### src/rtl/mul_ctrl_pkg.sv
// Shared types and sizing for the mul_ctrl Booth multiplier slice.
package mul_ctrl_pkg;

    localparam int MUL_WIDTH = 32;
    localparam int STEP_W    = 6;

    // Step counter value of the final Booth iteration.
    localparam logic [STEP_W-1:0] LAST_STEP = STEP_W'(MUL_WIDTH - 1);

    typedef enum logic [1:0] {
        IDLE = 2'd0,
        RUN  = 2'd1,
        DONE = 2'd2
    } state_t;

endpackage

### src/rtl/mul_ctrl_cla.sv
// 32-bit carry-lookahead adder: 4-bit lookahead groups with a group-level carry chain.
module mul_ctrl_cla
    import mul_ctrl_pkg::*;
(
    input  logic [MUL_WIDTH-1:0] a,
    input  logic [MUL_WIDTH-1:0] b,
    input  logic                 cin,
    output logic [MUL_WIDTH-1:0] sum,
    output logic                 cout
);

    localparam int GROUPS = MUL_WIDTH / 4;

    logic [MUL_WIDTH-1:0] g;
    logic [MUL_WIDTH-1:0] p;
    logic [MUL_WIDTH-1:0] c;
    logic [GROUPS-1:0]    gg;
    logic [GROUPS-1:0]    gp;
    logic [GROUPS:0]      gc;

    assign g = a & b;
    assign p = a ^ b;

    // NOTE: every variable written here gets a value on every pass first; a path that
    // skips an assignment would infer a latch.
    always_comb begin
        gg = '0;
        gp = '0;
        gc = '0;
        c  = '0;
        gc[0] = cin;
        for (int j = 0; j < GROUPS; j++) begin
            gg[j] = g[4*j+3]
                  | (p[4*j+3] & g[4*j+2])
                  | (p[4*j+3] & p[4*j+2] & g[4*j+1])
                  | (p[4*j+3] & p[4*j+2] & p[4*j+1] & g[4*j]);
            gp[j] = &p[4*j +: 4];
            gc[j+1] = gg[j] | (gp[j] & gc[j]);

            c[4*j]   = gc[j];
            c[4*j+1] = g[4*j] | (p[4*j] & gc[j]);
            c[4*j+2] = g[4*j+1] | (p[4*j+1] & g[4*j]) | (p[4*j+1] & p[4*j] & gc[j]);
            c[4*j+3] = g[4*j+2] | (p[4*j+2] & g[4*j+1]) | (p[4*j+2] & p[4*j+1] & g[4*j])
                     | (p[4*j+2] & p[4*j+1] & p[4*j] & gc[j]);
        end
    end

    assign sum  = p ^ c;
    assign cout = gc[GROUPS];

endmodule

### src/rtl/mul_ctrl.sv
// Sequential radix-2 Booth signed 32x32 multiplier: one load cycle, 32 add/shift steps.
// Optional build macro MUL_CTRL_ZERO_BYPASS_EN: a zero operand goes straight to DONE.
module mul_ctrl
    import mul_ctrl_pkg::*;
(
    input  logic                 clk,
    input  logic                 rst_n,
    input  logic                 start,
    input  logic [MUL_WIDTH-1:0] multiplicand,
    input  logic [MUL_WIDTH-1:0] multiplier,
    output logic                 busy,
    output logic                 done,
    output logic [MUL_WIDTH-1:0] hi,
    output logic [MUL_WIDTH-1:0] lo
);

    state_t               state;
    state_t               state_nx;
    logic [MUL_WIDTH-1:0] m_reg;
    logic [MUL_WIDTH-1:0] a_reg;
    logic [MUL_WIDTH-1:0] q_reg;
    logic                 q_m1;
    logic [STEP_W-1:0]    step;
    logic [MUL_WIDTH-1:0] hi_reg;
    logic [MUL_WIDTH-1:0] lo_reg;

    logic                 add_en;
    logic                 sub_en;
    logic [MUL_WIDTH-1:0] add_b;
    logic [MUL_WIDTH-1:0] sum;
    logic                 cout;
    logic [MUL_WIDTH-1:0] a_sel;
    logic                 sign_in;
    logic [MUL_WIDTH-1:0] a_shift;
    logic [MUL_WIDTH-1:0] q_shift;
    logic                 last_step;
    logic                 zero_op;

`ifdef MUL_CTRL_ZERO_BYPASS_EN
    assign zero_op = (multiplicand == '0) || (multiplier == '0);
`else
    assign zero_op = 1'b0;
`endif

    assign add_en    = ({q_reg[0], q_m1} == 2'b01);
    assign sub_en    = ({q_reg[0], q_m1} == 2'b10);
    assign add_b     = sub_en ? ~m_reg : (add_en ? m_reg : '0);
    assign last_step = (step == LAST_STEP);

    mul_ctrl_cla u_cla (
        .a    (a_reg),
        .b    (add_b),
        .cin  (sub_en),
        .sum  (sum),
        .cout (cout)
    );

    // The shifted-in sign is the true 33rd sum bit, so M = -2^31 cannot overflow A.
    always_comb begin
        a_sel   = a_reg;
        sign_in = a_reg[MUL_WIDTH-1];
        if (add_en || sub_en) begin
            a_sel   = sum;
            sign_in = a_reg[MUL_WIDTH-1] ^ add_b[MUL_WIDTH-1] ^ cout;
        end
        a_shift = {sign_in, a_sel[MUL_WIDTH-1:1]};
        q_shift = {a_sel[0], q_reg[MUL_WIDTH-1:1]};
    end

    always_comb begin
        state_nx = state;
        case (state)
            IDLE:    if (start) state_nx = zero_op ? DONE : RUN;
            RUN:     if (last_step) state_nx = DONE;
            DONE:    state_nx = IDLE;
            default: state_nx = IDLE;
        endcase
    end

    // NOTE: sequential state uses non-blocking assignments so every register samples
    // pre-edge values regardless of statement order.
    always_ff @(posedge clk or negedge rst_n) begin
        if (!rst_n) state <= IDLE;
        else        state <= state_nx;
    end

    // hi/lo are captured on the edge into DONE so they are valid alongside done and
    // survive the next operation clearing A.
    always_ff @(posedge clk or negedge rst_n) begin
        if (!rst_n) begin
            m_reg  <= '0;
            a_reg  <= '0;
            q_reg  <= '0;
            q_m1   <= 1'b0;
            step   <= '0;
            hi_reg <= '0;
            lo_reg <= '0;
        end else begin
            case (state)
                IDLE: begin
                    if (start) begin
                        m_reg <= multiplicand;
                        q_reg <= multiplier;
                        a_reg <= '0;
                        q_m1  <= 1'b0;
                        step  <= '0;
                        if (zero_op) begin
                            hi_reg <= '0;
                            lo_reg <= '0;
                        end
                    end
                end
                RUN: begin
                    a_reg <= a_shift;
                    q_reg <= q_shift;
                    q_m1  <= q_reg[0];
                    step  <= step + 1'b1;
                    if (last_step) begin
                        hi_reg <= a_shift;
                        lo_reg <= q_shift;
                    end
                end
                default: ;
            endcase
        end
    end

    assign busy = (state != IDLE);
    assign done = (state == DONE);
    assign hi   = hi_reg;
    assign lo   = lo_reg;

endmodule

### config.mk
export PLATFORM = sky130hd
export DESIGN_NAME = mul_ctrl
export DESIGN_NICKNAME = d
export VERILOG_FILES = /design/src/rtl/mul_ctrl_pkg.sv /design/src/rtl/mul_ctrl_cla.sv /design/src/rtl/mul_ctrl.sv
export SDC_FILE = /design/constraint.sdc
export NUM_CORES = 1
export LEC_CHECK = 0
export BUFFER_PORTS_ARGS = -buffer_cell sky130_fd_sc_hd__buf_2
export CAP_MARGIN = 15
export CELL_PAD_IN_SITES_DETAIL_PLACEMENT = 0
export CELL_PAD_IN_SITES_GLOBAL_PLACEMENT = 1
export CORE_UTILIZATION = 40
export CTS_CLUSTER_DIAMETER = 120
export DETAILED_ROUTE_END_ITERATION = 7
export PLACE_DENSITY = 0.78
export SLEW_MARGIN = 20
export SYNTH_ARGS = -nofsm -noshare
export SYNTH_HDL_FRONTEND = slang
export SYNTH_SLANG_ARGS = --single-unit
### constraint.sdc
create_clock -name clk -period 4.6 [get_ports clk]
set_clock_uncertainty 0.1 [all_clocks]
set_input_delay 0.23 -clock clk [delete_from_list [all_inputs] [get_ports clk]]
set_output_delay 0.23 -clock clk [all_outputs]
set_load 0.05 [all_outputs]
==> impl_metrics.yaml <==
yosys:
  async_reset_ff_share_pct: 100.0
  synth_common_cells: "263 x nand2_1, 169 x dfrtp_1, 66 x nor2_1, 53 x o21ai_0, 50 x clkbuf_1"
  avgSynthCellArea_um2: 9.151
  synth-edff-count: 0
  synth_mux_area_share_pct: 5.924
  syn_nets: 1054
  synth_compound_area_share_pct: 13.24
  synth.top_cell.area_share_pct: 48.96
  synth.distinct_cells: 53
  netlist_area_mm2: 0.008638
  synth-xor-area-share_pct: 1.724
  ys_ff_latch: 169
  netlist.top_cell.by_area: "dfrtp_1"
  synth_ff_type: "dfrtp_1"
  ys_warn_count: 0
  synth-simple-area-share_pct: 20.22
  synthTopCellsByArea: "dfrtp_1 49%, nand2_1 11%, ha_1 5.1%"
  synth_fa_ha_area_share_pct: 6.924
  yosysMostFrequentCell: "nand2_1"
  synth_top_family_by_area: "simple AND/OR/NAND/NOR gates"
  synthCells: 944
  yosysSeqAreaShare_pct: 48.96
route:
  ant_nets: 0
  drtPass1Iterations: 4
  drc: 0
  vias: 7173
  routedWlPerCell_um: 15.41
  drt_wl_total_mm: 21.61
  vias_per_cell: 5.116
  drtIter0Drc: 331
pwr:
  ir_drop_mv: 0.4515
  combPwrFrac_pct: 47.8
  powerDensity_mw_per_mm2: 673.4
  switchingPower_uw: 3112
  clockPowerShare_pct: 21.0
  swShare_pct: 42.68
  p_int_uw: 4181
  p_leak_uw: 0.005282
  power_frac_seq_pct: 31.2
  power_uw: 7293
floorplan:
  coreArea_mm2: 0.02109
  ios: 133
  num_rows: 53
  die_w_um: 149.0
  dieArea_mm2: 0.02219
  die_h_um: 149.0
  start_util_pct: 40.96
timing:
  hold_viol: 0
  fmax_mhz: 231.8
  finalSetupViolCount: 0
  period_needed_ns: 4.314
  slew_violations: 0
  slew_headroom_pct: 29.73
  setup_ws_ns: 0.2862
  whs_ns: 0.03354
  fin_crit_sh_pct: 93.78
  rsz0062_at_grt: "no"
  worst_pin_slew_ns: 1.054
  tns_ns: 0
layout:
  fin_area_mm2: 0.01083
  layout-drive-gt1-share_pct: 20.41
  syn_to_final_growth_pct: 25.38
  n_fill_cell: 2045
  finalNetCount: 1224
  num_antenna_cells: 0
min_path:
  hold_depth: 3
  holdCritStartpoint: "multiplier[0]"
  min_path_type: "primary input to register"
  hold-path-endpoint: "q_reg[0]"
clock_network:
  cts_tree: "built"
  cts_sinks: 169
  clk_latency_ns: 0.44
  cts_buffer_depth: 2
  clk_pin_slew_ns: 0.07
  cts_buffers: 17
  root_buffer: "clkbuf_16"
  htree_levels: 4
grt:
  grt_max_degree: 92
  gr-usage-all-layers_pct: 20.58
  overflow: 0
  grt_pass1_wl_mm: 36.11
  grt_pass1_vias: 7121
  antenna_found_initial: 0
place:
  port_buffers: 132
  place_area_mm2: 0.009535
  dp_hpwl_mm: 13.69
  gp_congestion: 0.7909
  post-place-ws_ns: -0.1630
setup_path:
  reg2regPathDepth: 16
  end_kind: "register"
  ff2ff_setup_slack_ns: 0.29
  critPathKind: "register to register"
  cp_max_fo: 17
  worstPathArrival_ns: 4.56
  required_ns: 4.85
  r2r-end: "a_reg[27]"
  cp-start-kind: "register"
  timing.rr.start: "q_reg[0]"
status:
  status: "completed"
flow_run:
  drv_cap: 0
-- routing by layer --
metal  routed length (µm)  track usage [%]
met5                    0                0
met4                  215            5.714
met3                  779            3.945
met2                10250            34.42
met1                10360            27.12
-- worst max-delay path, stage by stage (launching register included) --
cell and delay (ns):
dfrtp_1 0.39, inv_1 0.10, ha_1 0.16, nor2b_4 0.38
buf_4 0.29, mux2_2 0.21, ha_1 0.24, and4_4 0.21
and2_4 0.16, a221o_1 0.37, a221oi_4 0.35, nand2_2 0.14
a31oi_1 0.26, fa_1 0.45, nor2_1 0.13, a21oi_1 0.08
o21ai_0 0.21
-- cells by family after synthesis --
family          count (synthesis)
compound gates                184
xor+xnor                       17
fa+ha+maj                      43
buf+inv                        69
flops                         169
mux                            47
simple gates                  415
-- placed cells by master, fill, tap and decap left out, drive strengths merged, types with 4 or more instances in the layout --
master | Yosys | layout
a211oi | 4 | 4
a21o | 9 | 9
a21oi | 41 | 41
a22oi | 15 | 15
a31oi | 11 | 11
and2 | 5 | 5
and3 | 11 | 11
and4 | 4 | 4
buf | 7 | 144
clkbuf | 50 | 17
clkinv | 0 | 5
dfrtp | 169 | 169
dlygate4sd3 | 0 | 64
fa | 8 | 8
ha | 35 | 35
inv | 12 | 22
mux2 | 33 | 33
mux2i | 14 | 14
nand2 | 264 | 264
nand3 | 35 | 35
nor2 | 66 | 66
nor2b | 4 | 4
nor3 | 12 | 12
o211ai | 4 | 4
o21ai | 67 | 67
o22ai | 16 | 16
o31ai | 4 | 4
or3 | 6 | 6
xnor2 | 10 | 10
xor2 | 7 | 7
-- stage by stage --
stage | std cells | utilization [%]
after floorplan | 944 | -
after global placement | 1306 | 45.22
after detailed placement | 1306 | 45.22
after CTS | 1402 | 51.33
after global routing | 1402 | 51.36
final | 1402 | 51.36
-- worst max-delay path by stage --
stage / slack [ns] / depth (start not counted) / from / end
finish: 0.29 / 16 / q_reg[0] / a_reg[27]
global route: 0.008 / 16 / q_reg[0] / a_reg[27]
CTS: 0.06 / 16 / q_reg[0] / a_reg[27]
detailed placement: -0.16 / 16 / q_reg[0] / a_reg[27]
global placement: 0.003 / 16 / q_reg[0] / a_reg[27]
floorplan: 0.57 / 17 / q_m1 / hi[20]
-- area by class of cell --
class | instances | area, µm² | area share (%)
clock inverter | 15 | 221.5 | 2.045
inverter | 12 | 45.04 | 0.4159
clock buffer | 17 | 425.4 | 3.928
sequential | 169 | 4229 | 39.05
timing repair buffer | 208 | 1398 | 12.90
tap | 275 | 344.1 | 3.177
multi-input combinational | 706 | 4168 | 38.48
-- repair_timing --
| item | CTS | global route |
|---|---|---|
| endpoints found under the setup margin | 8 | 8 |
| setup buffers | 0 | 0 |
| gates resized for setup | 1 | 1 |
| endpoints found under the hold margin | 152 | 0 |
| gates cloned | 0 | 0 |
| pin swaps | 0 | 0 |
| hold buffers | 64 | 0 |
-- power groups by stage --
| stage | combinational [µW] | sequential [µW] | clock, µW |
|---|---|---|---|
| 2_1_floorplan | 2700 | 2230 | 0 |
| 3_3_place_gp | 3360 | 2300 | 0 |
| 3_5_place_dp | 3440 | 2300 | 0 |
| 4_1_cts | 3500 | 2270 | 1580 |
| 5_1_grt | 3950 | 2330 | 1630 |
| 6_report | 3490 | 2270 | 1530 |
Note: power is estimated with default switching activity, not from simulation.
